### src/rtl/alu_seq_ctl.sv
// Multicycle ALU sequencer: latches a request, decodes ALUOp/funct into the
// ALU control code, drives the external combinational ALU for one cycle and
// captures result, zero flag and branch decision.
module alu_seq_ctl #(
    parameter int unsigned WIDTH = 64
) (
    input  logic             clk,
    input  logic             reset,
    input  logic             start,
    input  logic [1:0]       alu_op,
    input  logic [2:0]       funct3,
    input  logic             funct7_5,
    input  logic [WIDTH-1:0] a_in,
    input  logic [WIDTH-1:0] b_in,
    input  logic [WIDTH-1:0] imm_in,
    output logic [3:0]       alu_ctl,
    output logic [WIDTH-1:0] alu_op1,
    output logic [WIDTH-1:0] alu_op2,
    input  logic [WIDTH-1:0] alu_result,
    output logic             busy,
    output logic             done,
    output logic             illegal,
    output logic [WIDTH-1:0] result,
    output logic             zero,
    output logic             br_taken
);

    localparam logic [3:0] CtlAdd = 4'b0010;
    localparam logic [3:0] CtlSub = 4'b0110;
    localparam logic [3:0] CtlAnd = 4'b0000;
    localparam logic [3:0] CtlOr  = 4'b0001;
    localparam logic [3:0] CtlXor = 4'b0101;

    typedef enum logic [1:0] {StIdle, StDecode, StExec, StDone} state_t;

    state_t state_q, state_d;

    logic [1:0]       op_q;
    logic [2:0]       f3_q;
    logic             f7_q;
    logic [WIDTH-1:0] a_q, b_q, imm_q;

    logic [3:0] dec_ctl;
    logic       dec_ill;
    logic       res_zero;
    logic       br_next;

    // State register
    always_ff @(posedge clk) begin
        if (reset) state_q <= StIdle;
        else       state_q <= state_d;
    end

    // Next-state logic and status outputs
    always_comb begin
        state_d = state_q;
        busy    = 1'b0;
        done    = 1'b0;
        unique case (state_q)
            StIdle:   if (start) state_d = StDecode;
            StDecode: begin
                busy    = 1'b1;
                state_d = dec_ill ? StDone : StExec;
            end
            StExec:   begin
                busy    = 1'b1;
                state_d = StDone;
            end
            StDone:   begin
                busy    = 1'b1;
                done    = 1'b1;
                state_d = StIdle;
            end
            default:  state_d = StIdle;
        endcase
    end

    // Request fields and operands captured only on the accept edge
    always_ff @(posedge clk) begin
        if (reset) begin
            op_q  <= '0;
            f3_q  <= '0;
            f7_q  <= 1'b0;
            a_q   <= '0;
            b_q   <= '0;
            imm_q <= '0;
        end else if (state_q == StIdle && start) begin
            op_q  <= alu_op;
            f3_q  <= funct3;
            f7_q  <= funct7_5;
            a_q   <= a_in;
            b_q   <= b_in;
            imm_q <= imm_in;
        end
    end

    // ALUOp/funct decode into ALU control code
    always_comb begin
        dec_ctl = CtlAdd;
        dec_ill = 1'b0;
        unique case (op_q)
            2'b00: dec_ctl = CtlAdd;
            2'b01: begin
                dec_ctl = CtlSub;
                dec_ill = (f3_q != 3'b000) && (f3_q != 3'b001);
            end
            default: begin
                // R-type and I-type share the funct3 map; only R-type honours funct7_5
                unique case (f3_q)
                    3'b000:  dec_ctl = (op_q == 2'b10 && f7_q) ? CtlSub : CtlAdd;
                    3'b111:  dec_ctl = CtlAnd;
                    3'b110:  dec_ctl = CtlOr;
                    3'b100:  dec_ctl = CtlXor;
                    default: dec_ill = 1'b1;
                endcase
            end
        endcase
    end

    // ALU drive registers: loaded at the end of DECODE so they are stable through EXEC
    always_ff @(posedge clk) begin
        if (reset) begin
            alu_ctl <= CtlAdd;
            alu_op1 <= '0;
            alu_op2 <= '0;
        end else if (state_q == StDecode && !dec_ill) begin
            alu_ctl <= dec_ctl;
            alu_op1 <= a_q;
            alu_op2 <= (op_q == 2'b11 || op_q == 2'b00) ? imm_q : b_q;
        end
    end

    // Zero flag and branch decision from the returned ALU result
    always_comb begin
        res_zero = (alu_result == '0);
        br_next  = 1'b0;
        if (op_q == 2'b01) br_next = (f3_q == 3'b000) ? res_zero : !res_zero;
    end

    // Result capture at the end of EXEC; illegal requests never reach EXEC
    always_ff @(posedge clk) begin
        if (reset) begin
            result   <= '0;
            zero     <= 1'b1;
            br_taken <= 1'b0;
        end else if (state_q == StExec) begin
            result   <= alu_result;
            zero     <= res_zero;
            br_taken <= br_next;
        end
    end

    // Illegal flag: set from decode, cleared when DONE returns to IDLE
    always_ff @(posedge clk) begin
        if (reset)                  illegal <= 1'b0;
        else if (state_q == StDecode) illegal <= dec_ill;
        else if (state_q == StDone)   illegal <= 1'b0;
    end

endmodule

### config.mk
export PLATFORM = sky130hd
export DESIGN_NAME = alu_seq_ctl
export DESIGN_NICKNAME = d
export VERILOG_FILES = /design/src/rtl/alu_seq_ctl.sv
export SDC_FILE = /design/constraint.sdc
export NUM_CORES = 1
export LEC_CHECK = 0
export CORE_MARGIN = 4
export CORE_UTILIZATION = 40
export DETAILED_ROUTE_END_ITERATION = 16
export PLACE_DENSITY = 0.72
export SLEW_MARGIN = 40
export SYNTH_ARGS = -nofsm -noshare
export SYNTH_HDL_FRONTEND = slang
export SYNTH_SLANG_ARGS = --single-unit
### constraint.sdc
create_clock -name clk -period 3 [get_ports clk]
set_input_delay 0.45 -clock clk [delete_from_list [all_inputs] [get_ports clk]]
set_output_delay 0.45 -clock clk [all_outputs]
set_load 0.05 [all_outputs]
==> results of run 1 <==
==> per-stage QoR <==
step                      hold slack, ns  setup WS, ns  cell area [um^2]
final                              0.344         0.265             21600
after global routing               0.358         0.141             21600
after CTS                          0.431         0.240             21500
after detailed placement           0.446         0.526             20100
after global placement             0.442         0.461             20100
after floorplan                    0.436          1.19             15100
==> cells by family (layout without fill, tap and decap cells) <==
group | Yosys count | count (layout) | synth area share
DFF | 398 | 398 | 0.529
AOI/OAI and AO/OA | 469 | 469 | 0.180
muxes | 130 | 130 | 0.0864
other | 1 | 9 | 0.000249
buffers and inverters | 161 | 574 | 0.0456
and+or+nand+nor | 567 | 567 | 0.152
adders and majority gates | 8 | 8 | 0.00664
==> sequential cells by signal, summed over array words and instances (netlist names) <==
signal / cells
op_q: 2
f3_q: 3
imm_q: 64
result: 64
alu_op2: 64
br_taken: 1
b_q: 64
alu_op1: 64
illegal: 1
alu_ctl: 3
zero: 1
f7_q: 1
state_q: 2
a_q: 64
==> worst reg2reg max path: stages, from the launching register on <==
cell and delay [ns]:
dfxtp_1 0.35, inv_1 0.11, ha_1 0.28, nor2b_1 0.29
o32a_2 0.55, buf_4 0.38, o21ai_0 0.13, a21oi_1 0.19
==> synth_stat cells (2+ instances only) <==
| cell | number |
|---|---|
| a211oi_1 | 30 |
| a211oi_2 | 35 |
| a21oi_1 | 332 |
| buf_1 | 12 |
| buf_2 | 36 |
| buf_4 | 8 |
| clkbuf_1 | 96 |
| dfxtp_1 | 398 |
| ha_1 | 8 |
| inv_1 | 7 |
| mux2i_1 | 130 |
| nand2_1 | 402 |
| nand2b_1 | 2 |
| nand3_1 | 65 |
| nand4_1 | 4 |
| nor2_1 | 69 |
| nor4_1 | 18 |
| o21ai_0 | 67 |
| or4_1 | 2 |
==> power by group through the flow <==
stage,clock network [W],registers [W],logic [W]
floorplan,0,0.00876,0.00339
detailed placement,0,0.00696,0.00790
finish,0.00521,0.00687,0.00788
global route,0.00557,0.00698,0.00841
CTS,0.00533,0.00687,0.00792
global placement,0,0.00693,0.00780
==> area by class of cell <==
type                            instances  area (um^2)  share of cell area
Antenna cell                            8         20.0            0.000928
Clock buffer                           65         1340              0.0622
Clock inverter                          8         75.1             0.00348
Inverter                                8         30.0             0.00139
Multi-Input combinational cell       1175         6480               0.300
Sequential cell                       398         7970               0.369
Tap cell                              504          631              0.0292
Timing Repair Buffer                  493         5040               0.233
==> routing by layer <==
metal	up-vias	track usage	share of wire
met2	521	0.372	0.48
met1	6493	0.281	0.41
met5	-	0	0
met4	0	0.0913	0.032
met3	89	0.0531	0.078
li1	6687	-	-
==> worst max-delay path by stage <==
stage / start / end / cells past startpoint / slack (ns)
3_3_place_gp: alu_result[19] / br_taken$_SDFFE_PP0N_ / 7 / 0.46
4_1_cts: state_q[0]$_SDFFE_PP0P_ / busy / 4 / 0.24
3_5_place_dp: alu_result[19] / br_taken$_SDFFE_PP0N_ / 7 / 0.53
2_1_floorplan: op_q[0]$_SDFFE_PP0P_ / alu_op2[43]$_SDFFE_PP0P_ / 6 / 1.19
5_1_grt: state_q[1]$_SDFFE_PP0P_ / busy / 4 / 0.14
6_report: state_q[0]$_SDFFE_PP0P_ / busy / 4 / 0.26
==> run summary, run 1 <==
setup TNS: 0 ns
initial antenna violation count: 8
number of flops mapped to enable cells by yosys: 0
Hold Path Class: input pin to flop
Seq/Total Area, Yosys: 0.529
crit-path max FO: 5
vias: 13800
Worst Tran Pin Value: 0.690 ns
Clock Skew: 0.0129 ns
WP data required: 2.55 ns
synthesized area: 15100 um^2
Reg2Reg Depth: 7
CP max-delay cell: clkdlybuf4s50_1
Sequential Power Share: 0.344
Area Growth Syn to Fin: 43.2%
leading area contributor after synthesis: dfxtp_1
nets: 2392
FMAX: 366 MHz
Clk pin slew, worst setup/hold paths: 0.06 ns
Hold Path End: result[0]$_SDFFE_PP0N_
Root Buffer Master: clkbuf_16
critical path cell sequence: inv_1, ha_1, inv_1, clkdlybuf4s50_1
most frequent cells in the layout: clkdlybuf4s50_1 (463), nand2_1 (401), dfxtp_1 (398)
GP Congestion: 0.950
first-pass GRT wire length: 74900 um
peak per-stage delay on the critical path: 0.84 ns
static leakage: 7.48 nW
Comb pwr share: 0.395
Layout fillers: 3201
critical path capture point type: output port
crit share post-route: 0.912
clock power share: 0.261
Vias per Instance: 5.19
CP Class: flop to output port
fin util: 0.585
ranking of synthesized cells by area: dfxtp_1 (53%), a21oi_1 (11%), nand2_1 (10%)
flops & latches, synth: 398
vias in the first global route: 13600
Hold Startpoint: reset
type of origin of the critical path: flop
post-synthesis net count: 2007
Die Ht: 202 um
Clk Latency, worst-skew pair: 0.53 ns
WHS Path Cells: 2
CTS tree: done
CTS Buffer Depth: 3
commonest non-fill, non-tap cell in the layout: clkdlybuf4s50_1
final worst path period need: 2.74 ns
Max-slew headroom: 0.540
Pre-antenna DRT Iters: 5
Max IR drop VDD: 0.000716 V
share of the synthesized area in the top cell type: 0.529
most frequent CP cell: inv_1
die width: 202 um
CTS Hold Buffers Added: 0
# placed instances: 2577
die area: 40800 um^2
DRC Markers: 0
post-synth cell types: 32
CP top delay family: buffers and inverters
Synth Instances: 1734
final cell count without fillers: 2659
worst reg2reg path startpoint: op_q[1]$_SDFFE_PP0P_
P_sw: 0.00782 W
reg2reg setup slack: 0.64 ns
Rows: 70
final slew viol count: 0
GRT Resource Usage Total: 0.224
Starting Density: 0.409
Cell Pwr Density: 925 nW/um^2
Arr. time, crit path: 2.29 ns
CP Buf/Inv Count: 3
CTS Buf Count: 43
Wirelength per Cell: 18.2 um
postcts setup bufs: 0
Mean Syn Cell Area: 8.69 um^2
RSZ-0062 raised after global routing: false
PortBufs: 464
routed wire length: 48400 um
Overflow after GRT: 0
warnings from Yosys: 0
Max-cap violations: 0
core box area: 36900 um^2
final hold viol count: 0
share of layout cells above drive strength 1: 0.0661
Internal: 0.0122 W
count of final setup violators: 0
Routed Antenna Nets: 0
Clock Sinks: 398
largest net degree at the start of global routing: 133
htree depth: 2
status: complete, no violations
reg2reg end: alu_op1[61]$_SDFFE_PP0P_
async set-reset flop share out of synthesis: 0
Top FF cell, synth: dfxtp_1
Ports: 466
Iteration-0 DRC Markers: 882
PostCTS Resize Cnt: 0
Net Sw Frac: 0.391
placed wire-length estimate: 32800 um
final total power: 0.0200 W
(Power assumes the default switching activity.)
==> inputs of run 2 (changes only) <==
RECOVER_POWER = 100   (was not set)
SKIP_LAST_GASP = 1   (was not set)
==> run summary, run 2 (synthesis gave the netlist of run 1 again) <==
CTS tree: done (unchanged)
placed wire-length estimate: 32800 um (unchanged)
Sequential Power Share: 0.351 (was 0.344)
htree depth: 2 (unchanged)
static leakage: 8.06 nW (was 7.48 nW)
vias in the first global route: 13600 (unchanged)
P_sw: 0.00767 W (was 0.00782 W)
nets: 2392 (unchanged)
Internal: 0.0119 W (was 0.0122 W)
GRT Resource Usage Total: 0.224 (unchanged)
commonest non-fill, non-tap cell in the layout: nand2_1 (was clkdlybuf4s50_1)
Comb pwr share: 0.383 (was 0.395)
Net Sw Frac: 0.393 (was 0.391)
DRC Markers: 0 (unchanged)
final hold viol count: 0 (unchanged)
Layout fillers: 3235 (was 3201)
Area Growth Syn to Fin: 41.9% (was 43.2%)
Worst Tran Pin Value: 1.40 ns (was 0.690 ns)
Clk Latency, worst-skew pair: 0.53 ns (about the same)
fin util: 0.580 (was 0.585)
Iteration-0 DRC Markers: 798 (was 882)
# placed instances: 2577 (unchanged)
routed wire length: 48200 um (was 48400 um)
status: complete, no violations (unchanged)
Hold Path Class: input pin to flop (unchanged)
multi-input logic area: 6310 um^2 (was 6480 um^2)
die area: 40800 um^2 (unchanged)
Max-cap violations: 0 (unchanged)
crit share post-route: 0.932 (was 0.912)
Cell Pwr Density: 914 nW/um^2 (was 925 nW/um^2)
Arr. time, crit path: 2.35 ns (was 2.29 ns)
Rows: 70 (unchanged)
final slew viol count: 0 (unchanged)
Max-slew headroom: 0.0655 (was 0.540)
Starting Density: 0.409 (unchanged)
Clock Sinks: 398 (unchanged)
final cell count without fillers: 2659 (unchanged)
CTS Buf Count: 43 (unchanged)
first-pass GRT wire length: 74900 um (unchanged)
critical path capture point type: output port (unchanged)
Routed Antenna Nets: 0 (unchanged)
Pre-antenna DRT Iters: 6 (was 5)
RSZ-0062 raised after global routing: false (unchanged)
GP Congestion: 0.950 (unchanged)
Root Buffer Master: clkbuf_16 (unchanged)
share of layout cells above drive strength 1: 0.0494 (was 0.0661)
count of final setup violators: 0 (unchanged)
clock power share: 0.267 (was 0.261)
largest net degree at the start of global routing: 133 (unchanged)
type of origin of the critical path: flop (unchanged)
CTS Hold Buffers Added: 0 (unchanged)
CTS Buffer Depth: 3 (unchanged)
Vias per Instance: 5.17 (was 5.19)
PortBufs: 464 (unchanged)
most frequent cells in the layout: nand2_1 (401), dfxtp_1 (398), a21oi_1 (332) (was clkdlybuf4s50_1 (463), nand2_1 (401), dfxtp_1 (398))
FMAX: 358 MHz (was 366 MHz)
vias: 13700 (was 13800)
area occupied by registers: 7970 um^2 (unchanged)
Wirelength per Cell: 18.1 um (was 18.2 um)
Clock Skew: 0.0125 ns (was 0.0129 ns)
final worst path period need: 2.80 ns (was 2.74 ns)
Clk pin slew, worst setup/hold paths: 0.06 ns (about the same)
Die Ht: 202 um (unchanged)
PostCTS Resize Cnt: 0 (unchanged)
WP data required: 2.55 ns (about the same)
Ports: 466 (unchanged)
setup TNS: 0 ns (unchanged)
postcts setup bufs: 0 (unchanged)
Overflow after GRT: 0 (unchanged)
initial antenna violation count: 8 (unchanged)
CP Class: flop to output port (unchanged)
core box area: 36900 um^2 (unchanged)
Max IR drop VDD: 0.000688 V (was 0.000716 V)
die width: 202 um (unchanged)
crit-path max FO: 5 (unchanged)
run 2: final cells by class:
class,count,share of cell area
antenna,8,0.000937
clock buffer,65,0.0627
tap,504,0.0295
timing repair buffer,493,0.234
clock inverter,8,0.00351
multi-input combinational,1175,0.295
sequential,398,0.373
inverter,8,0.00140
run 2: final timing paths:
check                          start                  endpoint  slack, ns  cells past startpoint
max          state_q[1]$_SDFFE_PP0P_                      busy       0.20                      4
min                            reset    result[0]$_SDFFE_PP0N_       0.35                      2
max reg2reg     op_q[1]$_SDFFE_PP0P_  alu_op1[61]$_SDFFE_PP0P_       0.26                      7
min reg2reg   imm_q[31]$_SDFFE_PP0P_    imm_q[31]$_SDFFE_PP0P_       0.45                      2
run 2: stage by stage:
stage | cell area (um^2) | power, W | setup WS, ns | hold WS, ns
2_1_floorplan | 15100 | 0.0122 | 1.19 | 0.436
3_3_place_gp | 20100 | 0.0147 | 0.461 | 0.442
3_5_place_dp | 20100 | 0.0149 | 0.526 | 0.446
4_1_cts | 21500 | 0.0201 | 0.240 | 0.431
5_1_grt | 21400 | 0.0205 | 0.0782 | 0.358
6_report | 21400 | 0.0195 | 0.204 | 0.348
run 2: power by group through the flow:
stage	Clock (W)	Sequential [W]	Combinational (W)
2_1_floorplan	0	0.00876	0.00339
6_report	0.00521	0.00685	0.00748
5_1_grt	0.00557	0.00696	0.00801
4_1_cts	0.00533	0.00687	0.00792
3_3_place_gp	0	0.00693	0.00780
3_5_place_dp	0	0.00696	0.00790
run 2: routing by layer:
metal	part of all wire	GRT usage	up-vias	wire length, um
met3	0.076	0.0531	91	3660
met2	0.48	0.372	493	23400
met4	0.032	0.0913	0	1560
li1	-	-	6701	-
met5	0	0	-	0
met1	0.41	0.281	6461	19600
run 2: critical path, stage by stage, from the launching register on:
cell and delay, ns:
dfxtp_1 0.43, inv_1 0.14, ha_1 0.27, inv_1 0.07, dlygate4sd3_1 0.91
==> inputs of run 3 (changes only) <==
SLEW_MARGIN = 0   (was 40)
==> run summary, run 3 (synthesis gave the netlist of run 1 again) <==
Starting Density: 0.409 (unchanged)
Iteration-0 DRC Markers: 879 (was 798)
GRT Resource Usage Total: 0.224 (unchanged)
type of origin of the critical path: flop (unchanged)
routed wire length: 48200 um (about the same)
CTS Buf Count: 43 (unchanged)
wl on met1: 19200 um (was 19600 um)
share of layout cells above drive strength 1: 0.0489 (was 0.0494)
pre-CTS WS: 0.526 ns (unchanged)
setup TNS: 0 ns (unchanged)
crit-path max FO: 5 (unchanged)
vias in the first global route: 13600 (unchanged)
Routed Antenna Nets: 0 (unchanged)
Max IR drop VDD: 0.000688 V (about the same)
# placed instances: 2577 (unchanged)
final cell count without fillers: 2658 (was 2659)
CTS tree: done (unchanged)
first-pass GRT wire length: 74900 um (unchanged)
Root Buffer Master: clkbuf_16 (unchanged)
postcts setup bufs: 0 (unchanged)
largest net degree at the start of global routing: 133 (unchanged)
commonest non-fill, non-tap cell in the layout: nand2_1 (unchanged)
critical path capture point type: output port (unchanged)
final total power: 0.0195 W (about the same)
Clk pin slew, worst setup/hold paths: 0.06 ns (about the same)
Clk Latency, worst-skew pair: 0.53 ns (about the same)
CP Class: flop to output port (unchanged)
top routing layer used: met4 (unchanged)
core box area: 36900 um^2 (unchanged)
crit share post-route: 0.931 (was 0.932)
htree depth: 2 (unchanged)
WHS Path Cells: 2 (unchanged)
DR WL met2: 23500 um (was 23400 um)
setup ws final: 0.206 ns (was 0.204 ns)
PostCTS Resize Cnt: 0 (unchanged)
Vias per Instance: 5.18 (was 5.17)
placed wire-length estimate: 32800 um (unchanged)
die width: 202 um (unchanged)
met3 routed wirelength: 3860 um (was 3660 um)
most frequent cells in the layout: nand2_1 (401), dfxtp_1 (398), a21oi_1 (332) (unchanged)
reg2reg end: alu_op1[61]$_SDFFE_PP0P_ (unchanged)
Clock Sinks: 398 (unchanged)
initial antenna violation count: 8 (unchanged)
static leakage: 8.04 nW (was 8.06 nW)
Reg2Reg Depth: 7 (unchanged)
WHS: 0.425 ns (was 0.348 ns)
Area Growth Syn to Fin: 41.7% (was 41.9%)
Hold Startpoint: reset (unchanged)
die area: 40800 um^2 (unchanged)
CTS Hold Buffers Added: 0 (unchanged)
status: complete, no violations (unchanged)
nets: 2391 (was 2392)
Worst Tran Pin Value: 1.40 ns (about the same)
final slew viol count: 0 (unchanged)
vias: 13800 (was 13700)
DRC Markers: 0 (unchanged)
Max-cap violations: 0 (unchanged)
Die Ht: 202 um (unchanged)
Hold Path Class: input pin to flop (unchanged)
CTS Buffer Depth: 3 (unchanged)
FMAX: 358 MHz (about the same)
final hold viol count: 0 (unchanged)
Max-slew headroom: 0.0666 (was 0.0655)
Arr. time, crit path: 2.34 ns (was 2.35 ns)
WP data required: 2.55 ns (about the same)
Clock Skew: 0.0133 ns (was 0.0125 ns)
PortBufs: 464 (unchanged)
Pre-antenna DRT Iters: 6 (unchanged)
Rows: 70 (unchanged)
GP Congestion: 0.950 (unchanged)
final worst path period need: 2.79 ns (was 2.80 ns)
Cell Pwr Density: 914 nW/um^2 (about the same)
Ports: 466 (unchanged)
Hold Path End: result[48]$_SDFFE_PP0N_ (was result[0]$_SDFFE_PP0N_)
Overflow after GRT: 0 (unchanged)
reg2reg setup slack: 0.29 ns (was 0.26 ns)
Wirelength per Cell: 18.1 um (about the same)
worst reg2reg path startpoint: op_q[1]$_SDFFE_PP0P_ (unchanged)
RSZ-0062 raised after global routing: false (unchanged)
count of final setup violators: 0 (unchanged)
## run 3: cell types whose count changed in the layout (fill, tap and decap cells not counted), sizes merged
cell	change
buf	-1
## run 3: area by class of cell
class | instances | area (um^2)
fillers | 3235 | 15500
flip-flops and latches | 398 | 7970
multi-input cells | 1175 | 6310
repair buffers | 492 | 4970
clock buffers | 65 | 1340
well taps | 504 | 631
clock inverters | 8 | 75.1
inverters | 8 | 30.0
diodes | 8 | 20.0
## run 3: how the worst max path moves through the flow
stage	startpoint	endpoint	cells after the start
finish	state_q[0]$_SDFFE_PP0P_	busy	4
global route	state_q[1]$_SDFFE_PP0P_	busy	4
CTS	state_q[0]$_SDFFE_PP0P_	busy	4
detailed placement	alu_result[19]	br_taken$_SDFFE_PP0N_	7
global placement	alu_result[19]	br_taken$_SDFFE_PP0N_	7
floorplan	op_q[0]$_SDFFE_PP0P_	alu_op2[43]$_SDFFE_PP0P_	6
## run 3: worst max-delay path, cell delays in order, from the launching register on
cell,delay (ns)
dfxtp_1,0.40
inv_1,0.15
ha_1,0.29
inv_1,0.06
dlygate4sd3_1,0.91
## run 3: through the flow
| stage | instance area [um^2] | util |
|---|---|---|
| 2_1_floorplan | 15100 | - |
| 3_3_place_gp | 20100 | 0.546 |
| 3_5_place_dp | 20100 | 0.546 |
| 4_1_cts | 21500 | 0.584 |
| 5_1_grt | 21300 | 0.579 |
| 6_report | 21300 | 0.579 |
## run 3: layer usage
metal / GRT usage / vias up
met5: 0 / -
met2: 0.372 / 509
met3: 0.0531 / 85
met1: 0.281 / 6484
li1: - / 6696
met4: 0.0913 / 0
## run 3: power by group
part / internal [W] / switching, W / leakage, nW / total, W
logic: 0.00240 / 0.00507 / 4.09 / 0.00747
registers: 0.00630 / 0.000543 / 3.25 / 0.00685
clock network: 0.00316 / 0.00205 / 0.701 / 0.00521
